===== src/rtl/bmp_slave_tx.sv =====
// bmp_slave_tx: transmit end of the scheduler's slave port.
// Streams a BMP image byte-wise out of a local memory and packs four bytes per
// 32-bit word (first byte in the MSB). The image length is taken from header
// bytes 2..5 while they stream past. At least HDR_BYTES bytes are always sent.
// Optional feature macro: BMP_TX_ABORT_EN adds the abort input and aborted pulse.
module bmp_slave_tx #(
    parameter int unsigned ADDR_W    = 16,
    parameter int unsigned HDR_BYTES = 56,
    parameter logic [7:0]  PAD_BYTE  = 8'h00
) (
    input  logic              clk,
    input  logic              reset,
    input  logic              start,
    input  logic [1:0]        cfg_mode,
    input  logic [7:0]        cfg_data_proc,
    input  logic [ADDR_W-1:0] cfg_base,
    output logic              mem_rd,
    output logic [ADDR_W-1:0] mem_addr,
    input  logic [7:0]        mem_rdata,
    output logic [1:0]        slv_mode,
    output logic              slv_data_valid,
    output logic [31:0]       slv_data,
    output logic [7:0]        slv_data_proc,
    input  logic              slv_ready,
    output logic              busy,
    output logic              done,
    output logic              size_err
`ifdef BMP_TX_ABORT_EN
    ,
    input  logic              abort,
    output logic              aborted
`endif
);

    localparam logic [31:0] HDR_W = 32'(HDR_BYTES);

    typedef enum logic [1:0] {
        ST_IDLE  = 2'd0,
        ST_FETCH = 2'd1,
        ST_SEND  = 2'd2,
        ST_DONE  = 2'd3
    } state_t;

    state_t            state_r;
    logic [2:0]        phase_r;
    logic [31:0]       byte_idx_r;
    logic [ADDR_W-1:0] base_r;
    logic [31:0]       file_size_r;
    logic              size_known_r;
    logic [3:0]        rd_flag_r;
    logic [31:0]       word_r;
    logic [1:0]        mode_r;
    logic [7:0]        proc_r;
    logic              valid_r;
    logic              done_r;
    logic              busy_r;
    logic              mem_rd_r;
    logic [ADDR_W-1:0] mem_addr_r;
    logic              size_err_r;
`ifdef BMP_TX_ABORT_EN
    logic              aborted_r;
`endif

    logic [31:0] eff_size_s;
    logic [2:0]  cap_slot_s;
    logic [31:0] slot_idx_s;
    logic [31:0] cap_idx_s;
    logic        issue_en_s;
    logic        cap_en_s;
    logic [31:0] word_nxt_s;
    logic [31:0] size_upd_s;
    logic        size_done_s;
    logic [31:0] next_idx_s;

    // Write byte b into word slot k (slot 0 is the MSB).
    function automatic logic [31:0] put_byte(input logic [31:0] w, input logic [1:0] k,
                                             input logic [7:0] b);
        logic [31:0] r;
        r = w;
        case (k)
            2'd0:    r[31:24] = b;
            2'd1:    r[23:16] = b;
            2'd2:    r[15:8]  = b;
            2'd3:    r[7:0]   = b;
            default: r        = w;
        endcase
        return r;
    endfunction

    // Fetch-phase decode: which slot is issued, which is captured, and the size bytes.
    // Phases 0..3 issue the read (or pad) for slot == phase; phases 2..5 capture
    // the byte for slot == phase-2 because the read strobe is registered.
    always_comb begin
        eff_size_s  = 32'hFFFF_FFFF;
        cap_slot_s  = phase_r - 3'd2;
        slot_idx_s  = byte_idx_r + {29'd0, phase_r};
        cap_idx_s   = byte_idx_r + {29'd0, cap_slot_s};
        issue_en_s  = 1'b0;
        cap_en_s    = 1'b0;
        word_nxt_s  = word_r;
        size_upd_s  = file_size_r;
        size_done_s = 1'b0;
        next_idx_s  = byte_idx_r + 32'd4;

        if (size_known_r) begin
            eff_size_s = (file_size_r < HDR_W) ? HDR_W : file_size_r;
        end else begin
            eff_size_s = 32'hFFFF_FFFF;
        end

        if (phase_r <= 3'd3) begin
            issue_en_s = (slot_idx_s < eff_size_s);
            if (!issue_en_s) begin
                word_nxt_s = put_byte(word_nxt_s, phase_r[1:0], PAD_BYTE);
            end else begin
                word_nxt_s = word_nxt_s;
            end
        end else begin
            issue_en_s = 1'b0;
        end

        if (phase_r >= 3'd2) begin
            cap_en_s = rd_flag_r[cap_slot_s[1:0]];
        end else begin
            cap_en_s = 1'b0;
        end

        if (cap_en_s) begin
            word_nxt_s = put_byte(word_nxt_s, cap_slot_s[1:0], mem_rdata);
            if (cap_idx_s[31:3] == 29'd0) begin
                case (cap_idx_s[2:0])
                    3'd2:    size_upd_s[7:0]   = mem_rdata;
                    3'd3:    size_upd_s[15:8]  = mem_rdata;
                    3'd4:    size_upd_s[23:16] = mem_rdata;
                    3'd5:    size_upd_s[31:24] = mem_rdata;
                    default: size_upd_s        = file_size_r;
                endcase
                size_done_s = (cap_idx_s[2:0] == 3'd5);
            end else begin
                size_done_s = 1'b0;
            end
        end else begin
            size_done_s = 1'b0;
        end
    end

    // Main controller: state sequencing and every registered output.
    always_ff @(posedge clk) begin
        if (!reset) begin
            state_r      <= ST_IDLE;
            phase_r      <= 3'd0;
            byte_idx_r   <= 32'd0;
            base_r       <= '0;
            file_size_r  <= 32'd0;
            size_known_r <= 1'b0;
            rd_flag_r    <= 4'd0;
            word_r       <= 32'd0;
            mode_r       <= 2'b00;
            proc_r       <= 8'd0;
            valid_r      <= 1'b0;
            done_r       <= 1'b0;
            busy_r       <= 1'b0;
            mem_rd_r     <= 1'b0;
            mem_addr_r   <= '0;
            size_err_r   <= 1'b0;
`ifdef BMP_TX_ABORT_EN
            aborted_r    <= 1'b0;
        end else if (abort && (state_r != ST_IDLE)) begin
            // Abort wins over an accept in the same cycle: the word is dropped.
            state_r   <= ST_IDLE;
            phase_r   <= 3'd0;
            valid_r   <= 1'b0;
            mode_r    <= 2'b00;
            mem_rd_r  <= 1'b0;
            busy_r    <= 1'b0;
            done_r    <= 1'b0;
            aborted_r <= 1'b1;
`endif
        end else begin
            done_r <= 1'b0;
`ifdef BMP_TX_ABORT_EN
            aborted_r <= 1'b0;
`endif
            case (state_r)
                ST_IDLE: begin
                    if (start && ((cfg_mode == 2'b01) || (cfg_mode == 2'b10))) begin
                        mode_r       <= cfg_mode;
                        proc_r       <= cfg_data_proc;
                        base_r       <= cfg_base;
                        byte_idx_r   <= 32'd0;
                        phase_r      <= 3'd0;
                        file_size_r  <= 32'd0;
                        size_known_r <= 1'b0;
                        size_err_r   <= 1'b0;
                        busy_r       <= 1'b1;
                        state_r      <= ST_FETCH;
                    end
                end
                ST_FETCH: begin
                    mem_rd_r <= issue_en_s;
                    if (issue_en_s) begin
                        mem_addr_r <= base_r + byte_idx_r[ADDR_W-1:0] + ADDR_W'(phase_r);
                    end
                    if (phase_r <= 3'd3) begin
                        rd_flag_r[phase_r[1:0]] <= issue_en_s;
                    end
                    word_r      <= word_nxt_s;
                    file_size_r <= size_upd_s;
                    if (size_done_s) begin
                        size_known_r <= 1'b1;
                        size_err_r   <= (size_upd_s < HDR_W);
                    end
                    if (phase_r == 3'd5) begin
                        phase_r <= 3'd0;
                        valid_r <= 1'b1;
                        state_r <= ST_SEND;
                    end else begin
                        phase_r <= phase_r + 3'd1;
                    end
                end
                ST_SEND: begin
                    if (slv_ready) begin
                        valid_r    <= 1'b0;
                        byte_idx_r <= next_idx_s;
                        if (next_idx_s >= eff_size_s) begin
                            done_r  <= 1'b1;
                            state_r <= ST_DONE;
                        end else begin
                            state_r <= ST_FETCH;
                        end
                    end
                end
                ST_DONE: begin
                    mode_r  <= 2'b00;
                    busy_r  <= 1'b0;
                    state_r <= ST_IDLE;
                end
                default: begin
                    state_r <= ST_IDLE;
                end
            endcase
        end
    end

    assign mem_rd         = mem_rd_r;
    assign mem_addr       = mem_addr_r;
    assign slv_mode       = mode_r;
    assign slv_data_valid = valid_r;
    assign slv_data       = word_r;
    assign slv_data_proc  = proc_r;
    assign busy           = busy_r;
    assign done           = done_r;
    assign size_err       = size_err_r;
`ifdef BMP_TX_ABORT_EN
    assign aborted        = aborted_r;
`endif

endmodule


===== config.mk =====
export PLATFORM = sky130hd
export DESIGN_NAME = bmp_slave_tx
export DESIGN_NICKNAME = d
export VERILOG_FILES = /design/src/rtl/bmp_slave_tx.sv
export SDC_FILE = /design/constraint.sdc
export NUM_CORES = 1
export LEC_CHECK = 0
export BUFFER_PORTS_ARGS = -buffer_cell sky130_fd_sc_hd__buf_2
export CAP_MARGIN = 20
export CORE_MARGIN = 10
export CORE_UTILIZATION = 55
export DETAILED_ROUTE_END_ITERATION = 7
export GPL_ROUTABILITY_DRIVEN = 1
export PLACE_DENSITY = 0.75
export SLEW_MARGIN = 20
export SYNTH_ARGS = -nofsm -noshare
export SYNTH_HDL_FRONTEND = slang
export SYNTH_SLANG_ARGS = --single-unit

===== constraint.sdc =====
create_clock -name clk -period 13.1 [get_ports clk]
set_input_delay 0 -clock clk [delete_from_list [all_inputs] [get_ports clk]]
set_output_delay 0 -clock clk [all_outputs]
set_load 0.02 [all_outputs]

; ---- Word level (Yosys, flattened, before mapping)
; Cells that the tools add are included.
[classes]
order_cmp = 9
addsub = 7
eq_ne = 20
n_reduce_logical = 21
mux = 53
[ops]
columns = operator, n
row1 = $mux W32, 9
row2 = $pmux W32 S2, 2
row3 = $mux W8, 12
row4 = $add A32 B3 Y32, 2
row5 = $lt A32 B6 Y1 const B, 2
row6 = $add A32 B3 Y32 const B, 1
row7 = $ge A32 B32 Y1, 1
row8 = $lt A32 B32 Y1, 1
row9 = $logic_not A29 Y1, 1
row10 = $add A16 B16 Y16, 1
row11 = $add A16 B3 Y16, 1
row12 = $reduce_and A3 Y1, 5
row13 = $eq A2 B2 Y1 const B, 7
row14 = $mux W1, 13
row15 = $mux W2, 5
row16 = $reduce_and A2 Y1, 5
row17 = $eq A3 B3 Y1 const B, 3
row18 = $eq A2 B1 Y1 const B, 4
row19 = $ne A2 B2 Y1 const B, 4
row20 = $pmux W1 S2, 4
row21 = $pmux W2 S4, 1
row22 = $reduce_bool A2 Y1, 4
row23 = $eq A3 B2 Y1 const B, 2
row24 = $logic_not A2 Y1, 3
row25 = 14 further kinds, 17
[totals]
register_bits = 153
out_inout_bits = 63
elab_cells = 126

; ---- Longest topological paths before layout
[logic_depth]
depth_word = 9
ltp_mapped = 21
depth_no_buf = 19

; ---- Least setup slack after synthesis
; Ideal clock, no wire load.
[synth_path]
kind = flip-flop to flip-flop
start = register byte_idx_r[4]
end = register mem_addr_r[5], in the netlist mem_addr[5]
path_stages_with_launch = 21
path_slack_ns = 7.901
synth_period_minus_slack_ns = 5.199
arrival_time_ns = 5.098
required_time_ns = 12.999
setup_time_ns = 0.101
cell_sequence = dfxtp_1 buf_2 and4_1 and3_1 nand2_1 nor2_1 nand3_1 nor3_1 nand2_1 xnor2_1 ha_1 a21o_1 a21o_1 a21o_1 a21o_1 a21o_1 a21o_1 a221o_1 a2111oi_0 inv_1 o41ai_1
[synth_between]
elab_chain_len = 4
[synth_lines]
columns = element, line_no
row1 = from (decl), 46  ; logic [31:0] byte_idx_r;
row2 = from (signal assigned), 224  ; byte_idx_r <= next_idx_s;
row3 = $add A32 B3 Y32, 96  ; slot_idx_s = byte_idx_r + {29'd0, phase_r};
row4 = $lt A32 B32 Y1, 112  ; issue_en_s = (slot_idx_s < eff_size_s);
row5 = $mux W1, 111  ; if (phase_r <= 3'd3) begin
row6 = $reduce_and A2 Y1 (no line), -
row7 = to (signal assigned), 202  ; mem_addr_r <= base_r + byte_idx_r[ADDR_W-1:0] + ADDR_W'(phase_r);
row8 = to (decl), 58  ; logic [ADDR_W-1:0] mem_addr_r;
; Several ways; a longest one is shown, not always the timed one.
; A chain may end at the register's enable or synchronous reset.

; ---- Final worst setup path
[layout_path]
start = register byte_idx_r[4]
end = register word_r[18], in the netlist slv_data[18]
[layout_between]
elab_chain_len = 6
[layout_lines]
columns = element, line_no
row1 = $add A32 B3 Y32 *, 96
row2 = $lt A32 B32 Y1 *, 112
row3 = $mux W32 *, 113  ; if (!issue_en_s) begin
row4 = $mux W32 *, 111
row5 = $mux W8, 80  ; case (k)
row6 = $mux W32 *, 128  ; if (cap_en_s) begin
row7 = to (signal assigned), 207  ; word_r <= word_nxt_s;
row8 = to (decl), 51  ; logic [31:0] word_r;
; Mark *: on every way between the ends. The rest lies on a longest branch, timed or not.

==> summary.txt <==
Finish
  – Fin util: 0.6365
  – Fillers: 1622
  – Area delta synth->final: 13.91%
  – Fin cells: 1667
  – Diode count: 0
  – Final net count: 1555
  – Commonest non-fill, non-tap cells in the layout: nand2_1, dfxtp_1, nor2_1, nand3_1, a21oi_1
  – Proportion of layout cells with a drive suffix above 1: 0.1158
  – Most common cell after layout, fill and taps aside: nand2_1
  – Final Cell Area: 11910 µm²

Clocking
  – Total CTS buffers: 17
  – Clock insertion delay at the later pin of the skew report: 440 ps
  – CTS sink count: 151
  – Reg clk slew, reported paths: 70 ps
  – H-Tree Depth: 4
  – Post-cts resize count: 0
  – CTS Buffer Depth: 2
  – Clk root buf: clkbuf_16
  – CTS tree: yes

Timing
  – Period utilization: 0.4240
  – Min Tclk post-route: 5554 ps
  – Slew headroom: 0.2715
  – Fin Setup TNS: 0 ps
  – Final clock skew: 14.25 ps
  – Final setup vio count: 0
  – Fmax: 0.1800 GHz
  – Tightest Pin Transition: 1090 ps
  – Worst setup margin: 7546 ps
  – Final hold vios: 0
  – Slew Viols, Final: 0
  – RSZ-0062 raised after global routing: no

Floorplanning
  – Die height: 157.9 µm
  – Initial Util: 0.5588
  – Core ar.: 18710 µm²
  – Die X: 157.9 µm
  – IO Pins: 101
  – Die Footprint: 24920 µm²
  – Num rows: 50

Placed design
  – DP Area: 10930 µm²
  – Pre-CTS WS: 7578 ps
  – Dpl hpwl: 21990 µm
  – I/O Buffers: 100
  – GP Congestion: 0.9570
  – Post-Place Cells: 1602

Global routing
  – Gr usage total: 0.2534
  – First-pass GRT wire length: 51380 µm
  – Largest net degree at the start of global routing: 103
  – Total grt overflow: 0
  – Antenna violations before repair: 0
  – Number of global-route vias before repair: 9913

Synthesis
  – Async set-or-reset flop fraction in the synthesized netlist: 0
  – Post-Synthesis Net Count: 1487
  – Post-synthesis sequential area ratio: 0.2892
  – Yosys top cell by area: dfxtp_1
  – Share of the synthesized area in the top cell type: 0.2892
  – Ys flop type: dfxtp_1
  – Synthesized instance count: 1352
  – Warnings from Yosys: 0
  – Mapped Area: 10450 µm²
  – Distinct cells, synth: 72
  – Number of synthesized register bits: 151
  – Syn Area/Cell: 7.731 µm²
  – Post-synth EDFFs: 0
  – Top cells by area, synth: dfxtp_1, ha_1, nand2_1

Power
  – Pwr Density: 93.68 nW/µm²
  – Peak VDD IR: 99.10 µV
  – Leakage power: 5.457 nW

Run status
  – Status: finished, final reports clean

Drt
  – Routed len/inst: 18.68 µm
  – ANT nets after route: 0
  – DR iter-0 viols: 891
  – # DRC: 0
  – Via density: 6.176
  – Vias: 10295
  – Final WL: 31150 µm
  – First-pass detailed-route iteration total: 6

Worst setup path
  – Worst Path Class, Setup: flip-flop to flip-flop
  – Critical path capture point type: flip-flop
  – Crit path max-delay cell type: nor3b_1
  – Largest stage delay on the critical path: 790 ps
  – CP arrival: 5820 ps
  – WP data required: 13370 ps
  – CP Cell Sequence: and4_1, and3_1, nand2_1, nor3_1, nand2_1, nor2_1, xor2_1, ha_1, and4_1, nand3_1, a2111oi_0, o2111ai_1, o211ai_1, a211o_1, a21o_1, a21oi_1, nor3b_1, o221ai_1
  – CP Launch Type: flip-flop
  – FF-to-FF path depth: 18
  – Worst Path Max Fanout: 14
  – Reg2reg setup slack: 7550 ps

Worst hold path
  – HP Class: primary input to flip-flop
  – Hold depth: 6

Run
  – Max Cap Viol: 0
-- cells by family after synthesis --
group,count (synthesis),synth area share
other cells,1,0.0003588
compound gates,317,0.1983
simple gates,587,0.2763
xor+xnor,76,0.06368
buf+inv,117,0.04680
mux,6,0.007062
fa+ha+maj,97,0.1183
flops,151,0.2892
-- area by class of cell --
class,count,area [µm²],area share
multi-input combinational,1084,6953,0.5840
sequential,151,3023,0.2539
timing repair buffer,143,905.9,0.07608
clock buffer,18,439.2,0.03689
tap,234,292.8,0.02459
clock inverter,14,206.4,0.01734
inverter,23,86.33,0.007251
-- per-layer routing --
| layer | vias to the layer above | part of all wire | global-route usage |
|---|---|---|---|
| met3 | 72 | 0.070 | 0.05482 |
| met4 | 0 | 0.030 | 0.09038 |
| met1 | 4829 | 0.44 | 0.3291 |
| met5 | - | 0 | 0 |
| met2 | 374 | 0.46 | 0.4047 |
| li1 | 5020 | - | - |
-- report_power, final --
part           leakage (nW)  switching, W  internal, W
logic                  3.92     0.0000633    0.0000315
registers              1.22    0.00000738     0.000468
clock network         0.316      0.000231     0.000315
total                  5.46      0.000302     0.000814
-- per-stage QoR --
step | power, W | hold slack [ps]
floorplan | 0.0005406 | 122.3
global placement | 0.0005692 | 240.4
detailed placement | 0.0005705 | 246.3
CTS | 0.001115 | 134.0
global route | 0.001147 | 186.3
finish | 0.001115 | 140.2
-- path summary, 6_finish.rpt --
check | startpoint | end
setup / recovery | byte_idx_r[4] | slv_data[18]
hold / removal | cfg_mode[1] | slv_mode[1]
setup reg to reg | byte_idx_r[4] | slv_data[18]
hold reg to reg | slv_data_proc[1] | slv_data_proc[1]
-- critical path: cells and delay by family, from the launching register on --
| kind | cells | cell delay (ps) |
|---|---|---|
| fa+ha+maj | 1 | 310 |
| xor+xnor | 1 | 100 |
| compound gates | 7 | 1570 |
| flops | 1 | 630 |
| simple gates | 9 | 2760 |
-- Yosys cell counts, types with 6 or more instances --
library cell / number
xnor2_1: 45
a211oi_1: 7
inv_1: 22
a21oi_1: 108
or4_1: 9
o221ai_1: 16
nor4_1: 14
and4_1: 8
nor2b_1: 33
buf_1: 7
or3_1: 12
clkbuf_1: 72
nand3_1: 109
o21ai_0: 57
xor2_1: 31
and3_1: 12
a41o_1: 17
o31ai_1: 12
nand2_1: 164
buf_2: 7
nor3_1: 33
nand3b_1: 15
a31oi_1: 6
nand4_1: 22
or2_2: 6
ha_1: 94
dfxtp_1: 151
nor2_1: 129
a21o_1: 33
a22oi_1: 18
-- flip-flops by register name (all words and copies together) (netlist names), 2 cells and up --
register	flops
slv_mode	2
slv_data	32
state_r	2
byte_idx_r	30
phase_r	3
base_r	16
slv_data_proc	8
mem_addr	16
file_size_r	32
rd_flag_r	4
-- timing repair --
item | 4_1_cts | 5_1_grt
hold buffers | 33 | 0
setup endpoints to repair | 0 | 0
setup buffers | 0 | 0
hold endpoints to repair | 57 | 0
No activity file was read; power rests on OpenSTA's default activity.
